[src/rtl/uart_pkg.sv]
// uart_pkg: shared types and default constants for the UART receive path.
package uart_pkg;

    // Receiver FSM states; PARITY is only reachable when parity is compiled in.
    typedef enum logic [2:0] {
        IDLE,
        START,
        DATA,
        PARITY,
        STOP,
        BREAK
    } rxState_t;

    // 50 MHz system clock at 115200 baud.
    localparam int DEFAULT_CLKS_PER_BIT = 434;
    localparam int DEFAULT_DATA_BITS    = 8;

endpackage

[src/rtl/uart_rx_core_if.sv]
// uart_rx_core_if: holding-register handshake between the receiver and the
// command decoder. The receiver side is the master, the consumer the slave.
interface uart_rx_core_if
    import uart_pkg::*;
#(
    parameter int DATA_BITS = DEFAULT_DATA_BITS
) ();

    logic [DATA_BITS-1:0] regOutput;
    logic                 dataValid;
    logic                 dataReady;
    logic                 frameErr;
    logic                 parityErr;
    logic                 overrun;

    modport master (
        output regOutput,
        output dataValid,
        output frameErr,
        output parityErr,
        output overrun,
        input  dataReady
    );

    modport slave (
        input  regOutput,
        input  dataValid,
        input  frameErr,
        input  parityErr,
        input  overrun,
        output dataReady
    );

endinterface

[src/rtl/uart_rx_sync.sv]
// uart_rx_sync: two-flop synchroniser for the asynchronous RX pin. Both flops
// reset to 1 so a reset never looks like a start bit.
module uart_rx_sync (
    input  logic clk,
    input  logic rst,
    input  logic asyncIn,
    output logic syncOut
);

    logic meta;

    // Two-stage capture of the raw line.
    always_ff @(posedge clk) begin
        if (rst) begin
            meta    <= 1'b1;
            syncOut <= 1'b1;
        end else begin
            meta    <= asyncIn;
            syncOut <= meta;
        end
    end

endmodule

[src/rtl/uart_rx_core.sv]
// uart_rx_core: parametrised UART receiver with mid-bit sampling, valid/ready
// holding register and framing/parity/overrun status.
// Optional parity bit: define UART_RX_PARITY_EN to add the PARITY state.
//
// state  | meaning
// IDLE   | line idle, waiting for rxs to fall
// START  | timing half a bit to re-check the start bit at its centre
// DATA   | sampling DATA_BITS data bits, one per CLKS_PER_BIT
// PARITY | sampling the parity bit (UART_RX_PARITY_EN only)
// STOP   | sampling the stop bit, frame committed at the sample
// BREAK  | stop bit was low; waiting for the line to return high
module uart_rx_core
    import uart_pkg::*;
#(
    parameter int CLKS_PER_BIT = DEFAULT_CLKS_PER_BIT,
    parameter int DATA_BITS    = DEFAULT_DATA_BITS,
    parameter int PARITY_ODD   = 0
) (
    input  logic           clk,
    input  logic           rst,
    input  logic           serialInput,
    uart_rx_core_if.master rxBus
);

    localparam int CNT_W = $clog2(CLKS_PER_BIT);
    localparam int BIT_W = $clog2(DATA_BITS + 1);

    localparam logic [CNT_W-1:0] HALF_TC  = CNT_W'(CLKS_PER_BIT / 2 - 1);
    localparam logic [CNT_W-1:0] FULL_TC  = CNT_W'(CLKS_PER_BIT - 1);
    localparam logic [BIT_W-1:0] LAST_BIT = BIT_W'(DATA_BITS - 1);

    rxState_t             state;
    rxState_t             stateNext;
    logic                 rxs;
    logic [CNT_W-1:0]     cnt;
    logic [BIT_W-1:0]     bitCnt;
    logic [DATA_BITS-1:0] shiftReg;
    logic                 shiftEn;
    logic                 commit;
    logic                 cntClear;
    logic                 halfTc;
    logic                 fullTc;
    logic                 accept;
    logic                 parityErrNext;

    logic [DATA_BITS-1:0] regOutput;
    logic                 dataValid;
    logic                 frameErr;
    logic                 parityErr;
    logic                 overrun;

`ifdef UART_RX_PARITY_EN
    logic                 parityEn;
    logic                 parityBit;
`endif

    uart_rx_sync uSync (
        .clk     (clk),
        .rst     (rst),
        .asyncIn (serialInput),
        .syncOut (rxs)
    );

    assign halfTc = (cnt == HALF_TC);
    assign fullTc = (cnt == FULL_TC);
    assign accept = dataValid && rxBus.dataReady;

    // State register.
    always_ff @(posedge clk) begin
        if (rst) begin
            state <= IDLE;
        end else begin
            state <= stateNext;
        end
    end

    // Next-state decode and per-cycle sample/commit strobes.
    always_comb begin
        stateNext = state;
        shiftEn   = 1'b0;
        commit    = 1'b0;
`ifdef UART_RX_PARITY_EN
        parityEn  = 1'b0;
`endif
        case (state)
            IDLE: begin
                if (!rxs) stateNext = START;
            end
            START: begin
                if (halfTc) stateNext = rxs ? IDLE : DATA;
            end
            DATA: begin
                if (fullTc) begin
                    shiftEn = 1'b1;
                    if (bitCnt == LAST_BIT) begin
`ifdef UART_RX_PARITY_EN
                        stateNext = PARITY;
`else
                        stateNext = STOP;
`endif
                    end
                end
            end
`ifdef UART_RX_PARITY_EN
            PARITY: begin
                if (fullTc) begin
                    parityEn  = 1'b1;
                    stateNext = STOP;
                end
            end
`endif
            STOP: begin
                if (fullTc) begin
                    commit    = 1'b1;
                    stateNext = rxs ? IDLE : BREAK;
                end
            end
            BREAK: begin
                if (rxs) stateNext = IDLE;
            end
            default: stateNext = IDLE;
        endcase
    end

    // Counter restarts on every state change and at each data-bit boundary;
    // held at zero while waiting on the line so it never wraps.
    assign cntClear = (stateNext != state) || shiftEn || (state == IDLE) || (state == BREAK);

    // Bit-period counter.
    always_ff @(posedge clk) begin
        if (rst || cntClear) begin
            cnt <= '0;
        end else begin
            cnt <= cnt + CNT_W'(1);
        end
    end

    // Data-bit counter, only live in DATA.
    always_ff @(posedge clk) begin
        if (rst || (state != DATA)) begin
            bitCnt <= '0;
        end else if (shiftEn) begin
            bitCnt <= bitCnt + BIT_W'(1);
        end
    end

    // LSB-first shift register: each sample enters at the MSB.
    always_ff @(posedge clk) begin
        if (rst) begin
            shiftReg <= '0;
        end else if (shiftEn) begin
            shiftReg <= {rxs, shiftReg[DATA_BITS-1:1]};
        end
    end

`ifdef UART_RX_PARITY_EN
    // Captured parity bit for the frame in flight.
    always_ff @(posedge clk) begin
        if (rst) begin
            parityBit <= 1'b0;
        end else if (parityEn) begin
            parityBit <= rxs;
        end
    end

    assign parityErrNext = parityBit != ((^shiftReg) ^ (PARITY_ODD != 0));
`else
    // No parity bit on the line, so the parity sense has no effect.
    assign parityErrNext = 1'b0 && (PARITY_ODD != 0);
`endif

    // Holding register: load on commit when empty or being drained this cycle,
    // otherwise drop the frame and flag overrun.
    always_ff @(posedge clk) begin
        if (rst) begin
            regOutput <= '0;
            dataValid <= 1'b0;
            frameErr  <= 1'b0;
            parityErr <= 1'b0;
            overrun   <= 1'b0;
        end else begin
            if (accept) overrun <= 1'b0;
            if (commit && (!dataValid || accept)) begin
                regOutput <= shiftReg;
                frameErr  <= !rxs;
                parityErr <= parityErrNext;
                dataValid <= 1'b1;
            end else if (commit) begin
                overrun <= 1'b1;
            end else if (accept) begin
                dataValid <= 1'b0;
            end
        end
    end

    assign rxBus.regOutput = regOutput;
    assign rxBus.dataValid = dataValid;
    assign rxBus.frameErr  = frameErr;
    assign rxBus.parityErr = parityErr;
    assign rxBus.overrun   = overrun;

endmodule

[src/flat_wrapper.sv]
// flat-port wrapper written by rule: the top's interface ports become plain ports
module uart_rx_core_flat import uart_pkg::*;
#(
    parameter int CLKS_PER_BIT = DEFAULT_CLKS_PER_BIT,
    parameter int DATA_BITS    = DEFAULT_DATA_BITS,
    parameter int PARITY_ODD   = 0
)
  (clk, rst, serialInput, rxBus_regOutput, rxBus_dataValid, rxBus_frameErr, rxBus_parityErr, rxBus_overrun, rxBus_dataReady);
  uart_rx_core_if #(.DATA_BITS(DATA_BITS)) rxBus_i ();
  input  logic clk;
  input  logic rst;
  input  logic serialInput;
  output wire logic [$bits(rxBus_i.regOutput)-1:0] rxBus_regOutput;
  output wire logic [$bits(rxBus_i.dataValid)-1:0] rxBus_dataValid;
  output wire logic [$bits(rxBus_i.frameErr)-1:0] rxBus_frameErr;
  output wire logic [$bits(rxBus_i.parityErr)-1:0] rxBus_parityErr;
  output wire logic [$bits(rxBus_i.overrun)-1:0] rxBus_overrun;
  input wire logic [$bits(rxBus_i.dataReady)-1:0] rxBus_dataReady;
  assign rxBus_regOutput = rxBus_i.regOutput;
  assign rxBus_dataValid = rxBus_i.dataValid;
  assign rxBus_frameErr = rxBus_i.frameErr;
  assign rxBus_parityErr = rxBus_i.parityErr;
  assign rxBus_overrun = rxBus_i.overrun;
  assign rxBus_i.dataReady = rxBus_dataReady;
  uart_rx_core #(.CLKS_PER_BIT(CLKS_PER_BIT), .DATA_BITS(DATA_BITS), .PARITY_ODD(PARITY_ODD)) u_core (.clk(clk), .rst(rst), .serialInput(serialInput), .rxBus(rxBus_i));
endmodule
[config.mk]
export PLATFORM = sky130hd
export DESIGN_NAME = uart_rx_core_flat
export DESIGN_NICKNAME = d
export VERILOG_FILES = /design/src/rtl/uart_pkg.sv /design/src/rtl/uart_rx_core_if.sv /design/src/rtl/uart_rx_sync.sv /design/src/rtl/uart_rx_core.sv /design/src/flat_wrapper.sv
export SDC_FILE = /design/constraint.sdc
export NUM_CORES = 1
export LEC_CHECK = 0
export CORE_MARGIN = 2
export CORE_UTILIZATION = 40
export DETAILED_ROUTE_END_ITERATION = 6
export PLACE_DENSITY_LB_ADDON = 0.25
export SLEW_MARGIN = 20
export SYNTH_ARGS = -nofsm -noshare
export SYNTH_HDL_FRONTEND = slang
export SYNTH_SLANG_ARGS = --single-unit
[constraint.sdc]
create_clock -name clk -period 1.7 [get_ports clk]
set_input_delay 0.17 -clock clk [delete_from_list [all_inputs] [get_ports clk]]
set_output_delay 0.17 -clock clk [all_outputs]
set_load 0.02 [all_outputs]
==> reports/results.ini, run 1 <==
[status]
outcome = complete, but fails checks
violations = negative setup slack

[synth]
synth.cell_area_um2 = 1750
seq_area_frac_synth = 0.423
syn_inst = 177
yosysMostFrequentCell = dfxtp_1
ys_ff_latch = 37
ys_top_cells_by_count = dfxtp_1, nor2_1, mux2i_1
synth.largest_area_cell = dfxtp_1
yosys_warnings = 0
synth_edf_count = 0
synth-main-ff-cell = dfxtp_1
synth_top_area_share = 0.423
synthesis.nets = 185
yosys-top-cells-area = dfxtp_1, mux2i_1, nor2_1, xnor2_1, ha_1
avgSynthCellArea_um2 = 9.89
synth.distinct_cells = 42
ys_async_sr_fraction = 0

[die]
die_area_um2 = 4920
core-area_um2 = 4290
die_h_um = 70.2
io_pins = 16
die-width_um = 70.2
start_util = 0.408
rows = 24

[sta]
setup_viol = 1
hold_viol = 0
period_minus_slack_ps = 1710
worst_slack_ps = -5.62
max_freq_ghz = 0.586
skew_ps = 4.25
rsz0062_at_grt = yes
fin_tns_setup_ps = -5.62
final_max_slew_viol_count = 0
post-route-period-util = 1.00

[detailed_routing]
wl_um = 3450
vias = 1353
drtIter0Drc = 45
drcViolationCount = 0
wl_per_cell_um = 13.3
drtAntennaViolNets = 0
avgViaCountPerCell = 5.22
firstDrtPassIters = 4

[layout]
nFillCells = 395
postLayoutCoreUtil = 0.514
regArea_um2 = 743
fin_nets = 214
multi_input_area_um2 = 952
antennaDiodeCount = 0
drive_above_1_share = 0.213
syn_to_final_growth_pct = 26.2

[clock_tree]
cts_tree = done
clk_latency_ps = 280
hold_buffers = 0
cts_made_buffers = 5
path_clk_slew_ps = 70
clkSinkCount = 37
ctsRootBufferMaster = clkbuf_8
clockBufferDepth = 2
htreeDepth = 2

[pwr]
p_leak_nw = 0.939
pwr_density_cell_nw_per_um2 = 826
p_total_mw = 1.82
ir_worst_vdd_mv = 0.658

[placement]
portBuffers = 14
place.gp.congestion = 0.865
post-dp-hpwl_um = 2530

[worst_hold_path]
hold_path.class = flip-flop to flip-flop

[worst_setup_path]
start_kind = flip-flop
path_max_fanout = 9
worst_ep_required_time_ps = 1880
cp.arrival_ps = 1890
path_class = flip-flop to flip-flop
end_kind = flip-flop

[grt]
track_usage = 0.152
gr-total-overflow = 0
grt_max_degree = 26
antenna_found_initial = 0
grt_pass1_vias = 1342
grt_first_pass_wirelength_um = 6030

[job]
max_cap_viol_count = 0

-- state kept, by name (all words and copies together), names as in the netlist --
register and flops:
u_core.bitCnt 4, u_core.rxBus.regOutput 8, u_core.state 3, u_core.uSync.meta 1
u_core.rxBus.overrun 1, u_core.uSync.syncOut 1, u_core.shiftReg 8, u_core.cnt 9
u_core.rxBus.dataValid 1, u_core.rxBus.frameErr 1
-- critical path, cell delays in order (launching register included) --
cell and delay, ps:
dfxtp_2 340, inv_1 50, ha_1 190, and4bb_2 270, a211oi_4 240, a311oi_4 70
buf_6 160, nor4_1 280
-- path summary, 6_finish.rpt --
check | start | to | slack [ps] | cells after the start
worst max-delay path | u_core.cnt[0]$_SDFF_PP0_ | u_core.cnt[7]$_SDFF_PP0_ | -6 | 7
worst min-delay path | u_core.uSync.meta$_SDFF_PP1_ | u_core.uSync.syncOut$_SDFF_PP1_ | 410 | 1
worst max register to register | u_core.cnt[0]$_SDFF_PP0_ | u_core.cnt[7]$_SDFF_PP0_ | -6 | 7
worst min register to register | u_core.uSync.meta$_SDFF_PP1_ | u_core.uSync.syncOut$_SDFF_PP1_ | 410 | 1
-- stage by stage --
step           instance area, um^2  hold slack, ps  setup slack [ps]  std cells
2_1_floorplan                 1750             272              42.4        177
3_3_place_gp                  2030             392              26.8        250
3_5_place_dp                  2030             392             -38.1        250
4_1_cts                       2170             409              7.96        258
5_1_grt                       2210             427             -50.9        259
6_report                      2210             409             -5.62        259
-- layout by cell type (no fill, tap or decap), types with 2 or more instances in the layout --
master           instances
a211oi_1                 3
nor2_1                  28
ha_1                     4
bufinv_16                2
clkbuf_8                 5
nand4_1                  6
a31oi_1                  2
nand2_1                  4
dfxtp_1                 35
nand3_1                  6
or2_2                    2
clkdlybuf4s50_1         14
xor2_1                   4
dfxtp_2                  2
xnor2_1                  6
nand2b_1                 4
inv_1                    6
mux2i_1                 17
nor4_1                   7
nor3_1                   2
a21oi_1                  4
buf_4                   16
-- layer usage --
metal / up-vias / part of all wire / track usage
met2: 19 / 0.49 / 0.250
met4: 0 / 0.012 / 0.0577
met3: 4 / 0.029 / 0.0418
met5: - / 0 / 0
li1: 679 / - / -
met1: 651 / 0.47 / 0.188
-- final cells by class --
type	count	share of cell area
Inverter	6	0.0102
Clock inverter	3	0.0295
Timing Repair Buffer	32	0.132
Clock buffer	5	0.0312
Multi-Input combinational cell	124	0.431
Tap cell	52	0.0295
Sequential cell	37	0.337
-- report_power, final --
group / internal (mW) / switching, mW / total, mW
clock network: 0.583 / 0.305 / 0.888
registers: 0.870 / 0.00570 / 0.876
logic: 0.0260 / 0.0345 / 0.0605
-- cells by family after synthesis --
kind of cell / share of synthesized area
xor gates and xnor gates: 0.0500
buffers and inverters: 0.0507
other: 0.00214
adders and majority gates: 0.0286
AOI/OAI and AO/OA: 0.102
and+or+nand+nor: 0.247
muxes: 0.0972
DFF: 0.423
-- what timing repair did --
action                     CTS  global route
setup endpoints to repair   17            25
pin swaps                    1             0
setup buffers                0             1
resized for setup            1             8
(Power assumes the default switching activity.)
==> inputs of run 2 (changes only) <==
--- a/config.mk
+++ b/config.mk
@@ -5,10 +5,11 @@
 export SDC_FILE = /design/constraint.sdc
 export NUM_CORES = 1
 export LEC_CHECK = 0
+export ABC_CLOCK_PERIOD_IN_PS = 1700
 export CORE_MARGIN = 2
 export CORE_UTILIZATION = 40
 export DETAILED_ROUTE_END_ITERATION = 6
-export PLACE_DENSITY_LB_ADDON = 0.25
+export PLACE_DENSITY = 0.65
 export SLEW_MARGIN = 20
 export SYNTH_ARGS = -nofsm -noshare
 export SYNTH_HDL_FRONTEND = slang
==> run 2 against run 1 <==
The flow still finishes with violations (negative setup slack). Worst hold slack better by 18 ps. Cell area is 6.5% higher. Clock power is 9.5% lower. Register-to-register slack hardly changed. Non-clock buffer count is 2 higher. Global-route usage is 0.27 points lower. Worst setup slack worse by 10 ps. Count of clock-buffer cells in the layout is 1 higher. Sequential power hardly changed. Power is 3.1% lower. Die area stayed put. Maximum frequency is 0.58% lower.
==> reports/results.ini, run 2 (synthesis results as in run 1) <==
[detailed_routing]
firstDrtPassIters = 4  ; unchanged
drtAntennaViolNets = 0  ; unchanged
vias = 1377  ; was 1,353
wl_per_cell_um = 14.0  ; was 13.3 um
avgViaCountPerCell = 5.28  ; was 5.22
drcViolationCount = 0  ; unchanged
drtIter0Drc = 87  ; was 45
wl_um = 3670  ; was 3450 um

[sta]
fin_tns_setup_ps = -41.3  ; was -5.62 ps
post-route-period-util = 1.01  ; was 1.00
period_minus_slack_ps = 1720  ; was 1710 ps
final_max_slew_viol_count = 0  ; unchanged
setup_viol = 3  ; was 1
rsz0062_at_grt = yes  ; unchanged
skew_ps = 5.42  ; was 4.25 ps
worst_slack_ps = -15.6  ; was -5.62 ps
hold_viol = 0  ; unchanged
max_freq_ghz = 0.583  ; was 0.586 GHz
fin_hold_ws_ps = 426  ; was 409 ps

[clock_tree]
cts_made_buffers = 5  ; unchanged
ctsRootBufferMaster = clkbuf_8  ; unchanged
cts_tree = done  ; unchanged
path_clk_slew_ps = 70  ; about the same
hold_buffers = 0  ; unchanged
htreeDepth = 2  ; unchanged
clk_latency_ps = 290  ; was 280 ps
clockBufferDepth = 2  ; unchanged
clkSinkCount = 37  ; unchanged

[layout]
reg.largest.list = u_core.cnt: 9 flops, u_core.rxBus.regOutput: 8 flops, u_core.shiftReg: 8 flops  ; unchanged
fin_cells = 261  ; was 259
layout_commonest_cell = dfxtp_1  ; unchanged
final_area_um2 = 2350  ; was 2210 um^2
largest_register_ffs = 9  ; unchanged
regMostFlops = u_core.cnt  ; unchanged
multi_input_area_um2 = 1040  ; was 952 um^2
regArea_um2 = 748  ; was 743 um^2
drive_above_1_share = 0.287  ; was 0.213
layout_common_cells = dfxtp_1, nor2_1, mux2i_1  ; unchanged
antennaDiodeCount = 0  ; unchanged
nFillCells = 381  ; was 395
fin_nets = 216  ; was 214
syn_to_final_growth_pct = 34.3  ; was 26.2%

[worst_setup_path]
max_stage_delay_ps = 360  ; was 340 ps
crit_family = simple AND/OR/NAND/NOR gates  ; unchanged
worst_ep_required_time_ps = 1880  ; about the same
path_max_fanout = 5  ; was 9
end_kind = flip-flop  ; unchanged
cp.arrival_ps = 1900  ; was 1890 ps
path_cells = inv_4 > ha_4 > and4bb_4 > nand3_4 > a311oi_4 > clkbuf_16 > nor4_1  ; was inv_1 > ha_1 > and4bb_2 > a211oi_4 > a311oi_4 > buf_6 > nor4_1
slowest_stage = a311oi_4  ; was dfxtp_2
crit_buf_inv = 2  ; unchanged
path_class = flip-flop to flip-flop  ; unchanged
start_kind = flip-flop  ; unchanged

[die]
rows = 24  ; unchanged
die_area_um2 = 4920  ; unchanged
die-width_um = 70.2  ; unchanged
io_pins = 16  ; unchanged
core-area_um2 = 4290  ; unchanged
start_util = 0.408  ; unchanged
die_h_um = 70.2  ; unchanged

[placement]
place.gp.congestion = 0.832  ; was 0.865
post-dp-hpwl_um = 2360  ; was 2530 um
portBuffers = 14  ; unchanged
dpl_cell_area_um2 = 2040  ; was 2030 um^2
dp_cells = 250  ; unchanged

[job]
max_cap_viol_count = 0  ; unchanged

[status]
violations = negative setup slack  ; unchanged
outcome = complete, but fails checks  ; unchanged

[grt]
track_usage = 0.149  ; was 0.152
gr-total-overflow = 0  ; unchanged
grt_pass1_vias = 1305  ; was 1,342
antenna_found_initial = 0  ; unchanged
grt_max_degree = 26  ; unchanged
grt_first_pass_wirelength_um = 5790  ; was 6030 um

[pwr]
p_leak_nw = 0.942  ; was 0.939 nW
ir_worst_vdd_mv = 0.393  ; was 0.658 mV
p_total_mw = 1.77  ; was 1.82 mW
pwr_density_cell_nw_per_um2 = 752  ; was 826 nW/um^2

[worst_hold_path]
hold_path.class = flip-flop to flip-flop  ; unchanged

run 2: repair_timing:
item / in CTS / in global routing
setup buffers: 2 / 1
cloned: 0 / 1
pin swaps: 2 / 4
resized for setup: 5 / 25
endpoints found under the setup margin: 9 / 21
run 2: path summary, 6_finish.rpt:
| check | startpoint | endpoint | slack, ps | depth (start not counted) |
|---|---|---|---|---|
| max | u_core.cnt[1]$_SDFF_PP0_ | u_core.cnt[0]$_SDFF_PP0_ | -20 | 7 |
| max reg2reg | u_core.cnt[1]$_SDFF_PP0_ | u_core.cnt[0]$_SDFF_PP0_ | -20 | 7 |
| min reg2reg | u_core.uSync.meta$_SDFF_PP1_ | u_core.uSync.syncOut$_SDFF_PP1_ | 430 | 1 |
| min | u_core.uSync.meta$_SDFF_PP1_ | u_core.uSync.syncOut$_SDFF_PP1_ | 430 | 1 |
run 2: cell type report:
class | instances | area share
clock inverter | 2 | 0.0160
clock buffer | 6 | 0.0351
multi-input combinational | 124 | 0.442
inverter | 6 | 0.0106
sequential | 37 | 0.318
timing repair buffer | 34 | 0.150
tap | 52 | 0.0277
run 2: report_power, final:
group / switching [mW] / internal [mW]
registers: 0.00545 / 0.869
logic: 0.0481 / 0.0420
clock network: 0.327 / 0.477
run 2: routing by layer:
| layer | GRT usage | wire (um) | vias to the layer above |
|---|---|---|---|
| met2 | 0.226 | 1650 | 28 |
| met3 | 0.0447 | 134 | 11 |
| met5 | 0 | 0 | - |
| met4 | 0.0705 | 100 | 0 |
| met1 | 0.193 | 1780 | 648 |
| li1 | - | - | 690 |
run 2: metrics by stage:
stage | setup WS, ps | utilization
after floorplan | 42.4 | -
after global placement | 34.2 | 0.476
after detailed placement | -74.2 | 0.476
after CTS | -7.55 | 0.514
after global routing | -59.9 | 0.547
final | -15.6 | 0.547
run 2: worst register-to-register path, stage by stage (launching register included):
cell and delay (ps):
dfxtp_2 340, inv_4 70, ha_4 130, and4bb_4 330
nand3_4 110, a311oi_4 360, clkbuf_16 230, nor4_1 50
==> inputs of run 3 (changes only) <==
--- a/config.mk
+++ b/config.mk
@@ -8,6 +8,7 @@
 export ABC_CLOCK_PERIOD_IN_PS = 1700
 export CORE_MARGIN = 2
 export CORE_UTILIZATION = 40
+export CTS_BUF_LIST = sky130_fd_sc_hd__clkbuf_2 sky130_fd_sc_hd__clkbuf_4 sky130_fd_sc_hd__clkbuf_8
 export DETAILED_ROUTE_END_ITERATION = 6
 export PLACE_DENSITY = 0.65
 export SLEW_MARGIN = 20
==> results of run 3 <==
Final layout, timing and power as in run 2 (identical DEF).
